==> src/rtl/cpu_snoop_pkg.sv <==
// Shared definitions for the CPU write snooper: FSM states, frame buffer
// geometry, write-slot phases and the frame buffer window test.
package cpu_snoop_pkg;

  typedef enum logic [1:0] {
    ST_IDLE     = 2'd0,
    ST_PUSH_HI  = 2'd1,
    ST_PUSH_LO  = 2'd2,
    ST_WAIT_END = 2'd3
  } state_e;

  localparam logic [23:0] LINE_BYTES = 24'd64;
  localparam logic [23:0] FB_LINES   = 24'd342;
  localparam logic [23:0] FB_BYTES   = LINE_BYTES * FB_LINES;  // 21888

  // Phases of the 8-pixel group used for the VRAM write slot.
  localparam logic [2:0] SLOT_START = 3'd2;
  localparam logic [2:0] SLOT_WE    = 3'd3;
  localparam logic [2:0] SLOT_END   = 3'd4;

  // FIFO entry: {vram byte address[14:0], byte data[7:0]}.
  localparam int unsigned ENTRY_W = 23;

  // True when a byte address falls inside the frame buffer window at base.
  function automatic logic fb_hit(input logic [23:0] byte_addr,
                                  input logic [23:0] base);
    logic [23:0] offset;
    offset = byte_addr - base;
    return (byte_addr >= base) && (offset < FB_BYTES);
  endfunction

endpackage

==> src/rtl/cpu_snoop_fifo.sv <==
// Small synchronous FIFO holding snooped bytes until a VRAM write slot.
// A push into a full FIFO is accepted only when a pop happens on the same cycle.
module snoop_fifo
  import cpu_snoop_pkg::*;
#(
  parameter int unsigned DEPTH = 8
) (
  input  logic               clk,
  input  logic               rst_n,
  input  logic               push,
  input  logic [ENTRY_W-1:0] din,
  input  logic               pop,
  output logic [ENTRY_W-1:0] dout,
  output logic               full,
  output logic               empty
);

  localparam int unsigned   AW       = $clog2(DEPTH);
  localparam logic [AW-1:0] PTR_ONE  = {{(AW-1){1'b0}}, 1'b1};
  localparam logic [AW:0]   CNT_ONE  = {{AW{1'b0}}, 1'b1};
  localparam logic [AW:0]   CNT_FULL = (AW+1)'(DEPTH);

  logic [ENTRY_W-1:0] mem_q [DEPTH];
  logic [AW-1:0]      wr_ptr_q, wr_ptr_d;
  logic [AW-1:0]      rd_ptr_q, rd_ptr_d;
  logic [AW:0]        count_q, count_d;
  logic               wr_en_s, rd_en_s;

  assign empty   = (count_q == {(AW+1){1'b0}});
  assign full    = (count_q == CNT_FULL);
  assign rd_en_s = pop & ~empty;
  assign wr_en_s = push & (~full | rd_en_s);
  assign dout    = mem_q[rd_ptr_q];

  // Next pointer and occupancy values; pointers wrap naturally at DEPTH.
  always_comb begin
    wr_ptr_d = wr_ptr_q;
    rd_ptr_d = rd_ptr_q;
    count_d  = count_q;
    if (wr_en_s) begin
      wr_ptr_d = wr_ptr_q + PTR_ONE;
    end else begin
      wr_ptr_d = wr_ptr_q;
    end
    if (rd_en_s) begin
      rd_ptr_d = rd_ptr_q + PTR_ONE;
    end else begin
      rd_ptr_d = rd_ptr_q;
    end
    case ({wr_en_s, rd_en_s})
      2'b10:   count_d = count_q + CNT_ONE;
      2'b01:   count_d = count_q - CNT_ONE;
      default: count_d = count_q;
    endcase
  end

  // Pointer and occupancy registers; reset empties the FIFO.
  always_ff @(posedge clk or negedge rst_n) begin
    if (!rst_n) begin
      wr_ptr_q <= {AW{1'b0}};
      rd_ptr_q <= {AW{1'b0}};
      count_q  <= {(AW+1){1'b0}};
    end else begin
      wr_ptr_q <= wr_ptr_d;
      rd_ptr_q <= rd_ptr_d;
      count_q  <= count_d;
    end
  end

  // Storage array; contents are don't-care until written.
  always_ff @(posedge clk) begin
    if (wr_en_s) begin
      mem_q[wr_ptr_q] <= din;
    end
  end

endmodule

==> src/rtl/cpu_snoop.sv <==
// Snoops 68000 writes into the screen buffer and replays them into VRAM
// during the seq 2..4 slot of each 8-pixel group.
module cpu_snoop
  import cpu_snoop_pkg::*;
#(
  parameter logic [23:0] FB_BASE    = 24'h3FA700,
  parameter int unsigned FIFO_DEPTH = 8
) (
  input  logic        pixClock,
  input  logic        nReset,
  input  logic [22:0] cpuAddr,
  input  logic [15:0] cpuData,
  input  logic        nAS,
  input  logic        nUDS,
  input  logic        nLDS,
  input  logic        cpuRnW,
  input  logic [2:0]  seq,
  output logic [14:0] vramWrAddr,
  output logic [7:0]  vramWrData,
  output logic        vramAddrSel,
  output logic        nvramWE,
  output logic        overflow
);

  logic [3:0]  strb_meta_q, strb_sync_q;   // {nAS, nUDS, nLDS, cpuRnW}
  logic [22:0] addr_q;
  logic [15:0] data_q;
  logic        as_n_s, uds_n_s, lds_n_s, rnw_s;
  logic [23:0] byte_addr_s;
  logic [14:0] off_lo_s;
  logic        hit_s, wr_detect_s;

  state_e      state_q, state_d;
  logic [14:0] offset_q, offset_d;
  logic [15:0] wdata_q, wdata_d;
  logic        uds_sel_q, uds_sel_d, lds_sel_q, lds_sel_d;
  logic        push_s, pop_s;
  logic [ENTRY_W-1:0] push_data_s, fifo_dout_s;
  logic        fifo_full_s, fifo_empty_s;

  logic        slot_q, slot_d;
  logic [14:0] vram_wr_addr_q, vram_wr_addr_d;
  logic [7:0]  vram_wr_data_q, vram_wr_data_d;
  logic        vram_addr_sel_q, vram_addr_sel_d;
  logic        nvram_we_q, nvram_we_d;
  logic        overflow_q, overflow_d;

  assign {as_n_s, uds_n_s, lds_n_s, rnw_s} = strb_sync_q;
  assign byte_addr_s = {addr_q, 1'b0};
  // Low bits of the 24-bit difference are all the VRAM address needs.
  assign off_lo_s    = byte_addr_s[14:0] - FB_BASE[14:0];
  assign hit_s       = fb_hit(byte_addr_s, FB_BASE);
  assign wr_detect_s = ~as_n_s & ~rnw_s & (~uds_n_s | ~lds_n_s);

  // Two-flop synchronisers for the strobes (idle high); address/data registered once.
  always_ff @(posedge pixClock or negedge nReset) begin
    if (!nReset) begin
      strb_meta_q <= 4'hF;
      strb_sync_q <= 4'hF;
      addr_q      <= 23'd0;
      data_q      <= 16'd0;
    end else begin
      strb_meta_q <= {nAS, nUDS, nLDS, cpuRnW};
      strb_sync_q <= strb_meta_q;
      addr_q      <= cpuAddr;
      data_q      <= cpuData;
    end
  end

  // Capture FSM: one detection per bus cycle, then push the selected bytes.
  always_comb begin
    state_d     = state_q;
    offset_d    = offset_q;
    wdata_d     = wdata_q;
    uds_sel_d   = uds_sel_q;
    lds_sel_d   = lds_sel_q;
    push_s      = 1'b0;
    push_data_s = {ENTRY_W{1'b0}};
    case (state_q)
      ST_IDLE: begin
        if (wr_detect_s && hit_s) begin
          state_d   = ST_PUSH_HI;
          offset_d  = off_lo_s;
          wdata_d   = data_q;
          uds_sel_d = ~uds_n_s;
          lds_sel_d = ~lds_n_s;
        end else if (wr_detect_s) begin
          state_d = ST_WAIT_END;
        end else begin
          state_d = ST_IDLE;
        end
      end
      ST_PUSH_HI: begin
        if (uds_sel_q) begin
          push_s      = 1'b1;
          push_data_s = {offset_q, wdata_q[15:8]};
        end else begin
          push_s = 1'b0;
        end
        state_d = ST_PUSH_LO;
      end
      ST_PUSH_LO: begin
        if (lds_sel_q) begin
          push_s      = 1'b1;
          push_data_s = {offset_q + 15'd1, wdata_q[7:0]};
        end else begin
          push_s = 1'b0;
        end
        state_d = ST_WAIT_END;
      end
      ST_WAIT_END: begin
        if (as_n_s) begin
          state_d = ST_IDLE;
        end else begin
          state_d = ST_WAIT_END;
        end
      end
      default: state_d = ST_IDLE;
    endcase
  end

  // Capture FSM registers.
  always_ff @(posedge pixClock or negedge nReset) begin
    if (!nReset) begin
      state_q   <= ST_IDLE;
      offset_q  <= 15'd0;
      wdata_q   <= 16'd0;
      uds_sel_q <= 1'b0;
      lds_sel_q <= 1'b0;
    end else begin
      state_q   <= state_d;
      offset_q  <= offset_d;
      wdata_q   <= wdata_d;
      uds_sel_q <= uds_sel_d;
      lds_sel_q <= lds_sel_d;
    end
  end

  snoop_fifo #(
    .DEPTH (FIFO_DEPTH)
  ) u_fifo (
    .clk   (pixClock),
    .rst_n (nReset),
    .push  (push_s),
    .din   (push_data_s),
    .pop   (pop_s),
    .dout  (fifo_dout_s),
    .full  (fifo_full_s),
    .empty (fifo_empty_s)
  );

  // The slot's entry leaves the FIFO on the edge that samples seq 4.
  assign pop_s = (seq == SLOT_END) & slot_q;

  // Write-slot decode from the sampled seq phase; outputs register one edge later.
  always_comb begin
    slot_d          = 1'b0;
    vram_addr_sel_d = 1'b0;
    nvram_we_d      = 1'b1;
    vram_wr_addr_d  = vram_wr_addr_q;
    vram_wr_data_d  = vram_wr_data_q;
    case (seq)
      SLOT_START: begin
        if (!fifo_empty_s) begin
          slot_d          = 1'b1;
          vram_addr_sel_d = 1'b1;
          vram_wr_addr_d  = fifo_dout_s[22:8];
          vram_wr_data_d  = fifo_dout_s[7:0];
        end else begin
          slot_d          = 1'b0;
          vram_addr_sel_d = 1'b0;
        end
      end
      SLOT_WE: begin
        slot_d          = slot_q;
        vram_addr_sel_d = slot_q;
        nvram_we_d      = ~slot_q;
      end
      SLOT_END: begin
        slot_d          = 1'b0;
        vram_addr_sel_d = slot_q;
      end
      default: begin
        slot_d          = 1'b0;
        vram_addr_sel_d = 1'b0;
      end
    endcase
  end

  // A dropped push is one that finds the FIFO full with no pop to make room.
  always_comb begin
    overflow_d = overflow_q | (push_s & fifo_full_s & ~pop_s);
  end

  // Slot and overflow registers; reset releases the write strobe at once.
  always_ff @(posedge pixClock or negedge nReset) begin
    if (!nReset) begin
      slot_q          <= 1'b0;
      vram_wr_addr_q  <= 15'd0;
      vram_wr_data_q  <= 8'd0;
      vram_addr_sel_q <= 1'b0;
      nvram_we_q      <= 1'b1;
      overflow_q      <= 1'b0;
    end else begin
      slot_q          <= slot_d;
      vram_wr_addr_q  <= vram_wr_addr_d;
      vram_wr_data_q  <= vram_wr_data_d;
      vram_addr_sel_q <= vram_addr_sel_d;
      nvram_we_q      <= nvram_we_d;
      overflow_q      <= overflow_d;
    end
  end

  assign vramWrAddr  = vram_wr_addr_q;
  assign vramWrData  = vram_wr_data_q;
  assign vramAddrSel = vram_addr_sel_q;
  assign nvramWE     = nvram_we_q;
  assign overflow    = overflow_q;

endmodule

==> config.mk <==
export PLATFORM = sky130hd
export DESIGN_NAME = cpu_snoop
export DESIGN_NICKNAME = d
export VERILOG_FILES = /design/src/rtl/cpu_snoop_pkg.sv /design/src/rtl/cpu_snoop_fifo.sv /design/src/rtl/cpu_snoop.sv
export SDC_FILE = /design/constraint.sdc
export NUM_CORES = 1
export LEC_CHECK = 0
export CAP_MARGIN = 20
export CORE_MARGIN = 4
export CORE_UTILIZATION = 58
export DETAILED_ROUTE_END_ITERATION = 6
export GPL_TIMING_DRIVEN = 0
export PLACE_DENSITY = 0.77
export SYNTH_ARGS = -nofsm -noshare
export SYNTH_HDL_FRONTEND = slang
export SYNTH_SLANG_ARGS = --single-unit
==> constraint.sdc <==
create_clock -name pixClock -period 5.1 [get_ports pixClock]
set_input_delay 1.275 -clock pixClock [delete_from_list [all_inputs] [get_ports pixClock]]
set_output_delay 1.275 -clock pixClock [all_outputs]
set_load 0.05 [all_outputs]
# ---- Word-level counts from Yosys, hierarchy flattened
# Memory sizes are Yosys's and may differ from the RTL's. A register that Yosys moved wholly into a read port is not among the register bits.
# Cells that the tools add are included.
dict set report totals {
  register_bits 96
  mem_bits_rw 184
  output_inout_bits 26
  mem_count 1
  input_bits 48
}
dict set report op_classes {
  n_mux 17
  order_cmp 2
  bitwise_logic 18
  eq_ne 9
  reduce_logical 9
  add_sub_neg 7
}
# memory depth width read_ports rd_clocked_by_memory_dff wr line_no
set memory_table {}
lappend memory_table {u_fifo.mem_q 8 23 1 1 1 cpu_snoop_fifo.sv:23} ;# logic [ENTRY_W-1:0] mem_q [DEPTH];
# operator count
set ops {}
lappend ops {{2-to-1 mux 23 bit} 2}
lappend ops {{one-hot mux 23 bit (2 select lines)} 1}
lappend ops {{>= comparator 24 x 22 -> 1 bit, second input constant} 1}
lappend ops {{< comparator 24 x 15 -> 1 bit, second input constant} 1}
lappend ops {{subtractor 24 x 22 -> 24 bit, second input constant} 1}
lappend ops {{adder 15 x 1 -> 15 bit, second input constant} 1}
lappend ops {{subtractor 15 x 14 -> 15 bit, second input constant} 1}
lappend ops {{NOT 1 bit} 8}
lappend ops {{one-hot mux 2 bit (4 select lines)} 1}
lappend ops {{one-hot mux 4 bit (2 select lines)} 1}
lappend ops {{AND 1 bit} 7}
lappend ops {{adder 3 x 1 -> 3 bit, second input constant} 2}
lappend ops {{== test 2 bit, second input constant} 3}
lappend ops {{== test 3 x 2 -> 1 bit, second input constant} 2}
lappend ops {{2-to-1 mux 1 bit} 6}
lappend ops {{2-to-1 mux 2 bit} 3}
lappend ops {{one-hot mux 1 bit (2 select lines)} 3}
lappend ops {{adder 4 x 1 -> 4 bit, second input constant} 1}
lappend ops {{== test 2 x 1 -> 1 bit, second input constant} 2}
lappend ops {{== test 4 bit, second input constant} 1}
lappend ops {{zero test 4 bit} 1}
lappend ops {{AND reduction 2 bit} 2}
lappend ops {{subtractor 4 x 1 -> 4 bit, second input constant} 1}
lappend ops {{== test 3 bit, second input constant} 1}
lappend ops {{6 further kinds} 9}

# ---- Depth between registers and ports, before layout
# Gate-level depths: netlist of run 1.
dict set report logic_depth {
  word_depth 7
  mapped_depth 14
}

# ---- Modules after synthesis
# From an unflattened synthesis of run 1, not the netlist that was laid out.
dict set report hier_totals {
  hier_cells 617
  area_unflattened_um2 11906.4
}
# module instances cells_per_inst area_each_um2 seq_area_each_um2
set by_module_without_submodules {}
lappend by_module_without_submodules {snoop_fifo 1 332 7637.3 5775.5}
lappend by_module_without_submodules {cpu_snoop 1 285 4269.1 2713.9}

# ---- Least setup slack after synthesis of run 1
# Ideal clock, no wire load.
dict set report synth_path {
  path_type {input port to flip-flop}
  startpoint {input seq[1]}
  endpoint {memory u_fifo.mem_q[0][0] (enable)}
  cell_stages 5
  path_slack_ns 1.039
  t_arrival_ns 3.629
  n_path_buf 0
  t_required_ns 4.668
  path_cell_list {nor2_1 > nand3_1 > a31oi_1 > nand2b_1 > nor3_1}
}
dict set report synth_between {
  elab_chain_len 7
}
# item line_no
set synth_rtl {}
lappend synth_rtl {{start, declared} cpu_snoop.sv:17} ;# input logic [2:0] seq,
lappend synth_rtl {{== test 3 bit} cpu_snoop.sv:153} ;# assign pop_s = (seq == SLOT_END) & slot_q;
lappend synth_rtl {{AND 1 bit} cpu_snoop.sv:153}
lappend synth_rtl {{AND 1 bit} cpu_snoop_fifo.sv:31} ;# assign rd_en_s = pop & ~empty;
lappend synth_rtl {{OR 1 bit} cpu_snoop_fifo.sv:32} ;# assign wr_en_s = push & (~full | rd_en_s);
lappend synth_rtl {{AND 1 bit} cpu_snoop_fifo.sv:32}
lappend synth_rtl {{2-to-1 mux 1 bit} cpu_snoop_fifo.sv:72} ;# if (wr_en_s) begin
lappend synth_rtl {{2-to-1 mux 1 bit (implied by the code)} cpu_snoop_fifo.sv:73} ;# mem_q[wr_ptr_q] <= din;
lappend synth_rtl {{end, declared} cpu_snoop_fifo.sv:23}
# Every way passes these cells.

# ---- Worst setup path after layout of run 1
dict set report layout_path {
  startpoint {input seq[1]}
  endpoint {register u_fifo.count_q[3]}
}
dict set report layout_between {
  elab_chain_len 7
}
# item line_no
set layout_rtl {}
lappend layout_rtl {{== test 3 bit *} cpu_snoop.sv:153}
lappend layout_rtl {{AND 1 bit *} cpu_snoop.sv:153}
lappend layout_rtl {{AND 1 bit *} cpu_snoop_fifo.sv:31}
lappend layout_rtl {{OR 1 bit} cpu_snoop_fifo.sv:32}
lappend layout_rtl {{AND 1 bit} cpu_snoop_fifo.sv:32}
lappend layout_rtl {{== test 2 x 1 -> 1 bit / == test 2 bit (equally long branches)} cpu_snoop_fifo.sv:50} ;# case ({wr_en_s, rd_en_s})
lappend layout_rtl {{one-hot mux 4 bit (2 select lines) / nonzero test 2 bit (equally long branches)} -}
lappend layout_rtl {{end signal, assigned} cpu_snoop_fifo.sv:62} ;# count_q <= {(AW+1){1'b0}};
lappend layout_rtl {{end signal, assigned} cpu_snoop_fifo.sv:66} ;# count_q <= count_d;
lappend layout_rtl {{end, declared} cpu_snoop_fifo.sv:26} ;# logic [AW:0] count_q, count_d;
# Every way passes the cells marked *; elsewhere a longest branch is shown, timed or not.
# A chain may end at the register's enable or synchronous reset.

==> metrics, run 1 <==
multi-input combinational cell area=0.00313 mm2; maximum achievable frequency=271 MHz; Die ar.=0.0226 mm2; commonest cells in the netlist=184 x edfxtp_1, 109 x dfrtp_1, 46 x mux4_2, 46 x nand2_1, 28 x o21ai_0; FF-to-FF path depth=9; CTS Root Buffer Type=clkbuf_16; unrepaired setup endpoints after global routing=false; Pre-antenna DRT Iters=5; number of sinks on the clock net=302; crit path kind=in2reg; worst max-slew margin expressed relative to the limit=37.0%; Max-cap violations=0; Clock transition at path regs=60 ps; mux cell area share after synthesis=15.1%; Layout Nets=828; total global-route track usage=21.4%; share of the core filled with cells in the final layout=71.4%; Post-Synth XOR/XNOR Area=0.596%; wire length reported by the detailed router=23,200 um; most used flip-flop cell after synthesis=edfxtp_1; area fraction in and, or, nand and nor cells after synthesis=5.34%; initial drt markers=469; highest-delay cell along the critical path=nor2_1; die boundary width=150 um; part of the cycle the worst path needs=72.4%; total of hold buffers inserted after clock tree synthesis=0; register area=0.00849 mm2; number of vias after detailed routing=6,136; top area cells in the synthesized netlist=edfxtp_1 47%, dfrtp_1 23%, mux4_2 8.8%; library cell occupying the most area in the post-synthesis netlist=edfxtp_1; Total Neg Setup Slack=0 ps; die height=150 um; count of flip-flops with a built-in enable after synthesis=184; cells along the critical path=clkdlybuf4s50_1 -> nor2_1 -> nand3_1 -> nor2_1 -> nand2_1 -> inv_1 -> ha_1 -> a21o_1 -> a21oi_1 -> nand2_1 -> o31a_1 -> o211ai_1; pin count of the biggest net entering global routing=70; met1 Usage GRT=27.7%; power per cell area=480 mW/mm2; combinational family with the most area after synthesis=multiplexers; synthesized area=0.0118 mm2; number of buffers created by CTS=29; global routing met2 resource utilization=38.9%; setup-violating endpoint count in the final report=0; number of buffers on the longest clock path=3; CTS tree=done; final critical-path required period=3690 ps; static leakage=5.14 nW; I/O pins=74; Avg Synthesized Cell Area=18.0 um2; number of placement rows=51; area added between synthesis and finish=19.7%; Cell variety after synth=59; data arrival time of the worst path=4140 ps; status=completed; core area=0.0197 mm2; Buffers on Ports=73; max incr delay on CP=550 ps; net count after synthesis=714; Hold WC Path Type=reg2reg; fill cell count=1,182; post-route antenna net violation count=0; CP required=5550 ps; detail-routed via count per cell=5.82; sort of element at the end of the critical path=register; Residual DRC=0; Avg WL per Cell=22.0 um; global placement routability congestion=0.838; half-perimeter wire length after placement=15,100 um; share of final-layout standard cells stronger than drive strength 1=22.7%; Most Crowded Layer GR=met2; number of setup buffers added after CTS=0; met3 Use GR=2.98%; antenna diode count=0; transition time at the pin with the least slew margin=935 ps; clock insertion delay at the later pin of the skew report=540 ps; Fin Clk Skew=19.0 ps; first-pass GRT wire length=36,800 um; Hold Path Depth=0; Fin. Hold Viols=0; adder-cell share of the synthesized area=1.34%; Seq/Total Area, Yosys=72.2%; cell with the most instances after synthesis=edfxtp_1; proportion of register bits with asynchronous set or reset after synthesis=39.1%; CP Max Fanout=7; Tot Pwr=6.76 mW; leftover overflow at the end of global routing=0; synthesized-area fraction occupied by ao, oa, aoi and oai cells=3.92%; Placement Cell Area=0.0130 mm2; initial antenna violation count=0; warnings from Yosys=0; Cells after Synth=654; category of the worst setup path launch point=primary input; share of the synthesized area in the top cell type=47.0%; vias in the first global route=6,652; register bit total from synthesis=302; final non-filler cell area=0.0141 mm2; htree depth=1; Initial Util=59.6%; number of resized instances in the post-cts repair step=0; max-slew violation total from the final report=0; maximum vdd drop=0.350 mV
-- path summary, 6_finish.rpt --
path	end	start	slack (ps)
worst max-delay path	u_fifo.count_q[3]	seq[1]	1410
worst min-delay path	strb_sync_q[2]	strb_meta_q[2]	350
worst max register to register	u_fifo.mem_q[4][21]	state_q[1]	1550
worst min register to register	strb_sync_q[2]	strb_meta_q[2]	350
max in group asynchronous	strb_sync_q[3]	nReset	3500
min in group asynchronous	addr_q[4]	nReset	790
-- cell usage in the layout, fill, tap and decap left out, drive strengths merged, types with 9 or more instances in the layout --
cell type | netlist | routed
ha | 11 | 11
buf | 8 | 19
nor2 | 14 | 14
o21ai | 29 | 29
clkdlybuf4s50 | 0 | 72
mux2 | 33 | 33
inv | 12 | 12
mux4 | 46 | 46
mux2i | 27 | 27
dfrtp | 109 | 109
clkbuf | 17 | 56
nand2 | 46 | 46
edfxtp | 184 | 184
and2 | 16 | 16
dfstp | 9 | 9
-- flip-flops by register name, summed over array words and instances, names as in the netlist, 4 cells and up --
name	count
u_fifo.mem_q	184
addr_q	23
data_q	16
wdata_q	16
vramWrAddr	15
offset_q	14
vramWrData	8
strb_meta_q	4
strb_sync_q	4
u_fifo.count_q	4
-- layer usage --
| layer | wire length [um] | part of all wire, % |
|---|---|---|
| met3 | 1420 | 6.1 |
| met4 | 347 | 1.5 |
| met1 | 8930 | 39 |
| met5 | 0 | 0 |
| met2 | 12500 | 54 |
-- layout make-up --
| cell class | instances | share of cell area [%] |
|---|---|---|
| Sequential cell | 302 | 60.3 |
| Multi-Input combinational cell | 315 | 22.2 |
| Timing Repair Buffer | 83 | 6.17 |
| Clock buffer | 39 | 5.96 |
| Tap cell | 265 | 2.36 |
| Clock inverter | 14 | 1.75 |
| Buffer | 25 | 0.907 |
| Inverter | 12 | 0.320 |
-- per-stage QoR --
step,setup WS [ps],std cells,hold WS (ps)
2_1_floorplan,1040,654,345
5_1_grt,1200,1055,358
3_5_place_dp,938,1001,347
4_1_cts,1450,1054,356
3_3_place_gp,-1580,992,346
6_report,1410,1055,355
-- cell families after synthesis --
logic type                 after synthesis
AOI/OAI and AO/OA                       70
muxes                                  106
and+or+nand+nor                        119
xor gates and xnor gates                 8
DFF                                    302
adders and majority gates               12
buffers and inverters                   37
-- worst max-delay path, delay by kind of cell --
kind,cells,cell delay (ps)
compound gates,4,790
fa+ha+maj,1,230
buf+inv,2,590
simple gates,5,1240
-- where the power goes --
group	internal, mW	leakage (nW)	switching (mW)
Clock	1.46	0.521	0.886
Combinational	0.717	1.44	0.871
Sequential	2.72	3.18	0.101
(Power assumes the default switching activity.)
==> inputs of run 2 (changes only) <==
==> constraint.sdc (replaced) <==
create_clock -name pixClock -period 3.4 [get_ports pixClock]
set_input_delay 0.85 -clock pixClock [delete_from_list [all_inputs] [get_ports pixClock]]
set_output_delay 0.85 -clock pixClock [all_outputs]
set_load 0.05 [all_outputs]
==> run 2 against run 1 <==
Compared with the run above: sequential share of layout area is 0.71 points lower; clock skew increased by 1.1 ps; die area is the same; largest cell class unchanged; highest routed layer unchanged; critical path type unchanged; global-route usage grew 0.57 points; first-iteration DRC count is 10% higher; routed wire length is 1.6% higher.
==> metrics, run 2 (synthesized netlist as in run 1, its figures left out) <==
status=completed; area added between synthesis and finish=21.2%; clock insertion delay at the later pin of the skew report=550 ps (about the same); final critical-path required period=3310 ps; number of sinks on the clock net=302 (unchanged); max-slew violation total from the final report=0 (unchanged); number of buffers created by CTS=29 (unchanged); number of vias after detailed routing=6,277 (+2.3%); Placement Cell Area=0.0131 mm2 (+0.68%); Most flops, register=u_fifo.mem_q; vias in the first global route=6,624 (-0.42%); Initial Util=59.6% (unchanged); unrepaired setup endpoints after global routing=false; most frequent standard cell in the layout excluding fill and tap cells=edfxtp_1; share of final-layout standard cells stronger than drive strength 1=22.6% (-0.033 points); Fin. Hold Viols=0 (unchanged); Clock transition at path regs=60 ps (about the same); Buffers on Ports=73 (unchanged); flip-flop count of the largest register, all copies and words added=184 (unchanged); initial antenna violation count=0 (unchanged); maximum vdd drop=0.448 mV (+28%); I/O pins=74 (unchanged); worst max-slew margin expressed relative to the limit=36.2% (-0.79 points); wire length reported by the detailed router=23,500 um (+1.6%); first-pass GRT wire length=37,700 um (+2.4%); crit path kind=in2reg; commonest non-fill, non-tap cells in the layout=184 x edfxtp_1, 109 x dfrtp_1, 72 x clkdlybuf4s50_1, 46 x nand2_1, 46 x mux4_2; largest registers in the final layout=u_fifo.mem_q: 184 flops, addr_q: 23 flops; Max-cap violations=0 (unchanged); htree depth=1 (unchanged); static leakage=5.18 nW (+0.87%); antenna diode count=0 (unchanged); Layout Nets=837 (+1.1%); Hold WC Path Type=in2async; die boundary width=150 um (unchanged); sort of element at the end of the critical path=register; Avg WL per Cell=22.1 um (+0.64%); register area=0.00849 mm2 (unchanged); CTS tree=done; transition time at the pin with the least slew margin=956 ps (+21.7 ps); number of placement rows=51 (unchanged); multi-input combinational cell area=0.00316 mm2 (+1.0%); CP required=3850 ps (-1700 ps); final non-filler cell area=0.0142 mm2 (+1.2%); Pre-antenna DRT Iters=5 (unchanged); Total Neg Setup Slack=0 ps (unchanged); leftover overflow at the end of global routing=0 (unchanged); Residual DRC=0 (unchanged); Die ar.=0.0226 mm2 (unchanged); post-route antenna net violation count=0 (unchanged); data arrival time of the worst path=3760 ps (-380 ps); pin count of the biggest net entering global routing=81 (+16%); half-perimeter wire length after placement=15,300 um (+1.8%); total global-route track usage=22.0% (+0.57 points); number of buffers on the longest clock path=3 (unchanged); CTS Root Buffer Type=clkbuf_16; die height=150 um (unchanged); core area=0.0197 mm2 (unchanged); category of the worst setup path launch point=primary input; CP Max Fanout=7 (unchanged); Fin Clk Skew=20.0 ps (+1.06 ps); fill cell count=1,132 (-4.2%); global placement routability congestion=0.841 (+0.31%); part of the cycle the worst path needs=97.3%; initial drt markers=517 (+10%); maximum achievable frequency=302 MHz; setup-violating endpoint count in the final report=0 (unchanged); detail-routed via count per cell=5.89 (+1.3%); power per cell area=691 mW/mm2 (+44%)
-- run 2: cell types whose count changed in the layout (fill, tap and decap cells not counted), moves of 3 or more --
cell and delta:
buf_12 +7, clkinv_1 +4, nor2_4 +4, buf_16 +5, bufinv_16 -5, clkbuf_1 +4, nor2_2 -4, clkbuf_16 +3
-- run 2: area by class of cell --
type / instances / share of cell area, %
clock buffers: 45 / 6.36
repair buffers: 93 / 7.83
flip-flops and latches: 302 / 59.6
well taps: 265 / 2.33
inverters: 12 / 0.316
plain buffers: 24 / 0.869
clock inverters: 9 / 0.501
multi-input cells: 315 / 22.2
-- run 2: routing by layer --
| layer | wire [um] | GRT usage [%] |
|---|---|---|
| met3 | 1520 | 3.10 |
| met1 | 9080 | 29.9 |
| met4 | 555 | 6.59 |
| met5 | 0 | 0 |
| met2 | 12400 | 37.6 |
-- run 2: where the power goes --
part / internal (mW) / switching [mW]
Clock: 1.91 / 1.30
Sequential: 4.09 / 0.154
Combinational: 1.08 / 1.32
-- run 2: what timing repair did --
item	in CTS	in global routing
setup buffers	6	4
pin swaps	5	3
hold buffers	0	0
cloned	0	0
resized for setup	7	0
setup endpoints to repair	169	51
-- run 2: final timing paths --
check | from | end | slack [ps] | depth (start not counted)
min in group pixClock | strb_meta_q[3] | strb_sync_q[3] | 360 | 0
hold / removal | nReset | vramWrAddr[2] | 310 | 1
max in group asynchronous | nReset | strb_sync_q[3] | 2300 | 2
hold reg to reg | strb_meta_q[3] | strb_sync_q[3] | 360 | 0
setup reg to reg | state_q[1] | u_fifo.count_q[3] | 190 | 12
setup / recovery | seq[1] | u_fifo.count_q[3] | 90 | 12
-- run 2: critical path, stage by stage --
cell and delay, ps:
clkdlybuf4s50_1 460, nor2_1 120, nand3_1 250, nor2_1 540
nand2_1 190, inv_1 140, ha_1 240, a21o_1 190
a21oi_1 220, nand2_1 110, o31a_1 280, o211ai_1 180
-- run 2: metrics by stage --
| stage | hold WS (ps) | std cells | power (mW) | setup WS [ps] | utilization, % |
|---|---|---|---|---|---|
| floorplan | 345 | 654 | 5.97 | 293 | - |
| global placement | 346 | 992 | 6.59 | -2810 | 65.1 |
| detailed placement | 347 | 1001 | 6.68 | -353 | 66.3 |
| CTS | 316 | 1061 | 9.89 | 15.8 | 71.9 |
| global route | 339 | 1065 | 10.3 | 13.7 | 72.3 |
| finish | 308 | 1065 | 9.84 | 91.7 | 72.3 |
==> inputs of run 3 (changes only) <==
--- a/config.mk
+++ b/config.mk
@@ -13,4 +13,5 @@
 export PLACE_DENSITY = 0.77
 export SYNTH_ARGS = -nofsm -noshare
 export SYNTH_HDL_FRONTEND = slang
+export SYNTH_HIERARCHICAL = 1
 export SYNTH_SLANG_ARGS = --single-unit
==> run 3 against run 2 <==
Compared with the run above: sequential share of layout area is 0.88 points lower; worst setup slack better by 86 ps; routed wire length is 4.5% higher; highest routed layer unchanged.
==> metrics, run 3 <==
Seq/Total Area, Yosys=71.3% (-0.90 points); most frequent standard cell in the layout excluding fill and tap cells=edfxtp_1; number of sinks on the clock net=302 (unchanged); number of cells in the finished layout apart from fillers=1,043 (-2.1%); status=completed; leftover overflow at the end of global routing=0 (unchanged); initial drt markers=408 (-21%); total global-route track usage=22.1% (+0.13 points); Pre-antenna DRT Iters=5 (unchanged); Post-Place Cells=963 (-3.8%); Buf+Inv Stages, Crit Path=3 (+1); initial antenna violation count=0 (unchanged); Max-cap violations=0 (unchanged); reg-to-reg endpoint=u_fifo/count_q[3]; most used flip-flop cell after synthesis=edfxtp_1; first-pass GRT wire length=37,500 um (-0.44%); crit path kind=reg2reg; Cell variety after synth=57 (-3.4%); commonest non-fill, non-tap cells in the layout=184 x edfxtp_1, 109 x dfrtp_1, 72 x clkdlybuf4s50_1, 51 x mux2_2, 30 x mux4_2; share of the synthesized area in the top cell type=46.4% (-0.59 points); die boundary width=151 um (+0.60%); total of hold buffers inserted after clock tree synthesis=0 (unchanged); global placement routability congestion=0.750 (-11%); unrepaired setup endpoints after global routing=false; worst max-slew margin expressed relative to the limit=40.6% (+4.3 points); synthesized area=0.0119 mm2 (+1.3%); maximum vdd drop=0.412 mV (-8.2%); reg-to-reg critical path startpoint=state_q[0]; register bit total from synthesis=302 (unchanged); Avg WL per Cell=23.6 um (+6.7%); wire length reported by the detailed router=24,600 um (+4.5%); clock insertion delay at the later pin of the skew report=540 ps (about the same); Initial Util=58.8% (-0.79 points); pin count of the biggest net entering global routing=73 (-9.9%); transition time at the pin with the least slew margin=889 ps (-67.5 ps); Most flops, register=u_fifo/mem_q; count of flip-flops with a built-in enable after synthesis=184 (unchanged); detail-routed via count per cell=5.85 (-0.72%); antenna diode count=0 (unchanged); library cell occupying the most area in the post-synthesis netlist=edfxtp_1; final critical-path required period=3220 ps (-85.8 ps); share of the core filled with cells in the final layout=71.5% (-0.79 points); number of buffers created by CTS=29 (unchanged); max incr delay on CP=380 ps (-160 ps); Cells after Synth=617 (-5.7%); setup-violating endpoint count in the final report=0 (unchanged); maximum achievable frequency=310 MHz (+2.7%); data arrival time of the worst path=3690 ps (-70 ps); share of final-layout standard cells stronger than drive strength 1=30.4% (+7.8 points); highest-delay cell along the critical path=dfrtp_1; number of buffers on the longest clock path=3 (unchanged); part of the cycle the worst path needs=94.8% (-2.5 points); cells along the critical path=inv_1 -> ha_1 -> and2_2 -> o21a_4 -> clkbuf_4 -> or2_2 -> inv_1 -> ha_1 -> or2_2 -> nand3_1 -> mux2_2 -> nand3b_1; Fin. Hold Viols=0 (unchanged); net count after synthesis=677 (-5.2%); warnings from Yosys=6 (+6); power per cell area=623 mW/mm2 (-9.8%); number of placement rows=52 (+2.0%); vias in the first global route=6,603 (-0.32%); max-slew violation total from the final report=0 (unchanged); number of vias after detailed routing=6,103 (-2.8%); flip-flop count of the largest register, all copies and words added=184 (unchanged); CTS tree=done; CP required=3870 ps (+20 ps); largest registers in the final layout=u_fifo/mem_q: 184 flops, addr_q: 23 flops; FF-to-FF path depth=12 (unchanged); area added between synthesis and finish=21.4%; I/O pins=74 (unchanged); proportion of register bits with asynchronous set or reset after synthesis=39.1% (unchanged); die height=151 um (+0.60%); Hold WC Path Type=in2async; pre-CTS setup slack=-1230 ps (-881 ps); Avg Synthesized Cell Area=19.3 um2 (+7.3%); Fin Clk Skew=9.96 ps (-10.1 ps); Die ar.=0.0229 mm2 (+1.2%); Tot Pwr=9.01 mW (-8.4%); crit path launch=state_q[0]; top area cells in the synthesized netlist=edfxtp_1 46%, dfrtp_1 23%, mux4_2 5.7%; slack of the worst reg-to-reg path=180 ps (about the same); CTS Root Buffer Type=clkbuf_16; cell with the most instances after synthesis=edfxtp_1; fill cell count=1,179 (+4.2%); Layout Nets=811 (-3.1%); hold_ws=259 ps (-48.8 ps); gate family responsible for the most delay along the worst path=simple AND/OR/NAND/NOR gates; Residual DRC=0 (unchanged); static leakage=5.84 nW (+13%); half-perimeter wire length after placement=13,900 um (-9.0%); core area=0.0202 mm2 (+2.6%); sort of element at the end of the critical path=register; Clock transition at path regs=60 ps (about the same); htree depth=1 (unchanged); Buffers on Ports=73 (unchanged); commonest cells in the netlist=184 x edfxtp_1, 109 x dfrtp_1, 51 x mux2_2, 30 x mux4_2, 26 x mux2_4; CP Max Fanout=17 (+10); post-route antenna net violation count=0 (unchanged); category of the worst setup path launch point=register; Setup WS post-layout=178 ps (+85.8 ps)
==> run 3: cell count changes after synthesis, moves of 4 or more <==
cell / before / now
nor4_1: 4 / 0
o21ai_0: 28 / 1
nor3_1: 6 / 2
clkbuf_1: 17 / 11
nand3_1: 7 / 3
mux4_2: 46 / 30
mux2_2: 6 / 51
inv_1: 12 / 21
nand2_1: 46 / 5
mux2i_1: 27 / 7
mux4_1: 0 / 16
==> run 3: what timing repair did <==
| item | CTS | global route |
|---|---|---|
| pin swaps | 14 | 0 |
| setup endpoints to repair | 190 | 47 |
| hold endpoints to repair | 0 | 0 |
| buffers inserted | 23 | 0 |
| gates cloned | 6 | 0 |
| resized for setup | 12 | 3 |
==> run 3: worst reg2reg max path, cell delays in order, from the launching register on <==
cell      delay (ps)
dfrtp_1          380
inv_1            100
ha_1             230
and2_2           290
o21a_4           320
clkbuf_4         270
or2_2            370
inv_1             90
ha_1             260
or2_2            300
nand3_1          120
mux2_2           340
nand3b_1          90
==> run 3: metrics by stage <==
stage                     setup TNS (ps)  instance area (um2)
final                                  0                14500
after floorplan                   -27410                11900
after CTS                              0                14400
after detailed placement         -208890                13100
after global routing                   0                14500
after global placement           -706890                13000
==> run 3: kinds of logic after synthesis <==
family                   after synthesis  share of synthesized area (%)
AO/OA/AOI/OAI                         44                           2.83
multiplexers                         131                           18.0
XOR/XNOR                              12                          0.883
buffers and inverters                 45                           2.07
AND/OR/NAND/NOR                       71                           3.60
flip-flops                           302                           71.3
adder cells (fa/ha/maj)               12                           1.32
==> run 3: worst max path at each step <==
stage / to / cells after the start
finish: u_fifo/count_q[3] / 12
floorplan: u_fifo/mem_q[2][0] / 9
global route: u_fifo/count_q[3] / 12
detailed placement: u_fifo/mem_q[0][11] / 10
global placement: offset_q[1] / 1
CTS: u_fifo/mem_q[0][20] / 10
==> run 3: per-layer routing <==
| layer | vias up | routed length, um | global-route usage [%] | share of wire [%] |
|---|---|---|---|---|
| li1 | 2669 | - | - | - |
| met1 | 3164 | 9500 | 28.9 | 39 |
| met2 | 214 | 12800 | 38.5 | 52 |
| met3 | 56 | 1580 | 3.77 | 6.4 |
| met4 | 0 | 726 | 6.57 | 3.0 |
| met5 | - | 0 | 0 | 0 |
==> run 3: cell type report <==
type,instances,area (um2),share of cell area [%]
buffer,22,164,1.13
multi-input combinational,276,3330,23.0
clock buffer,37,776,5.37
tap,270,338,2.34
inverter,21,78.8,0.545
sequential,302,8490,58.7
timing repair buffer,99,1100,7.61
clock inverter,16,181,1.25
==> run 3: where the power goes <==
| part | total [mW] | internal [mW] | switching (mW) |
|---|---|---|---|
| sequential | 4.16 | 4.03 | 0.124 |
| combinational | 1.66 | 0.720 | 0.937 |
| clock | 3.19 | 1.91 | 1.29 |
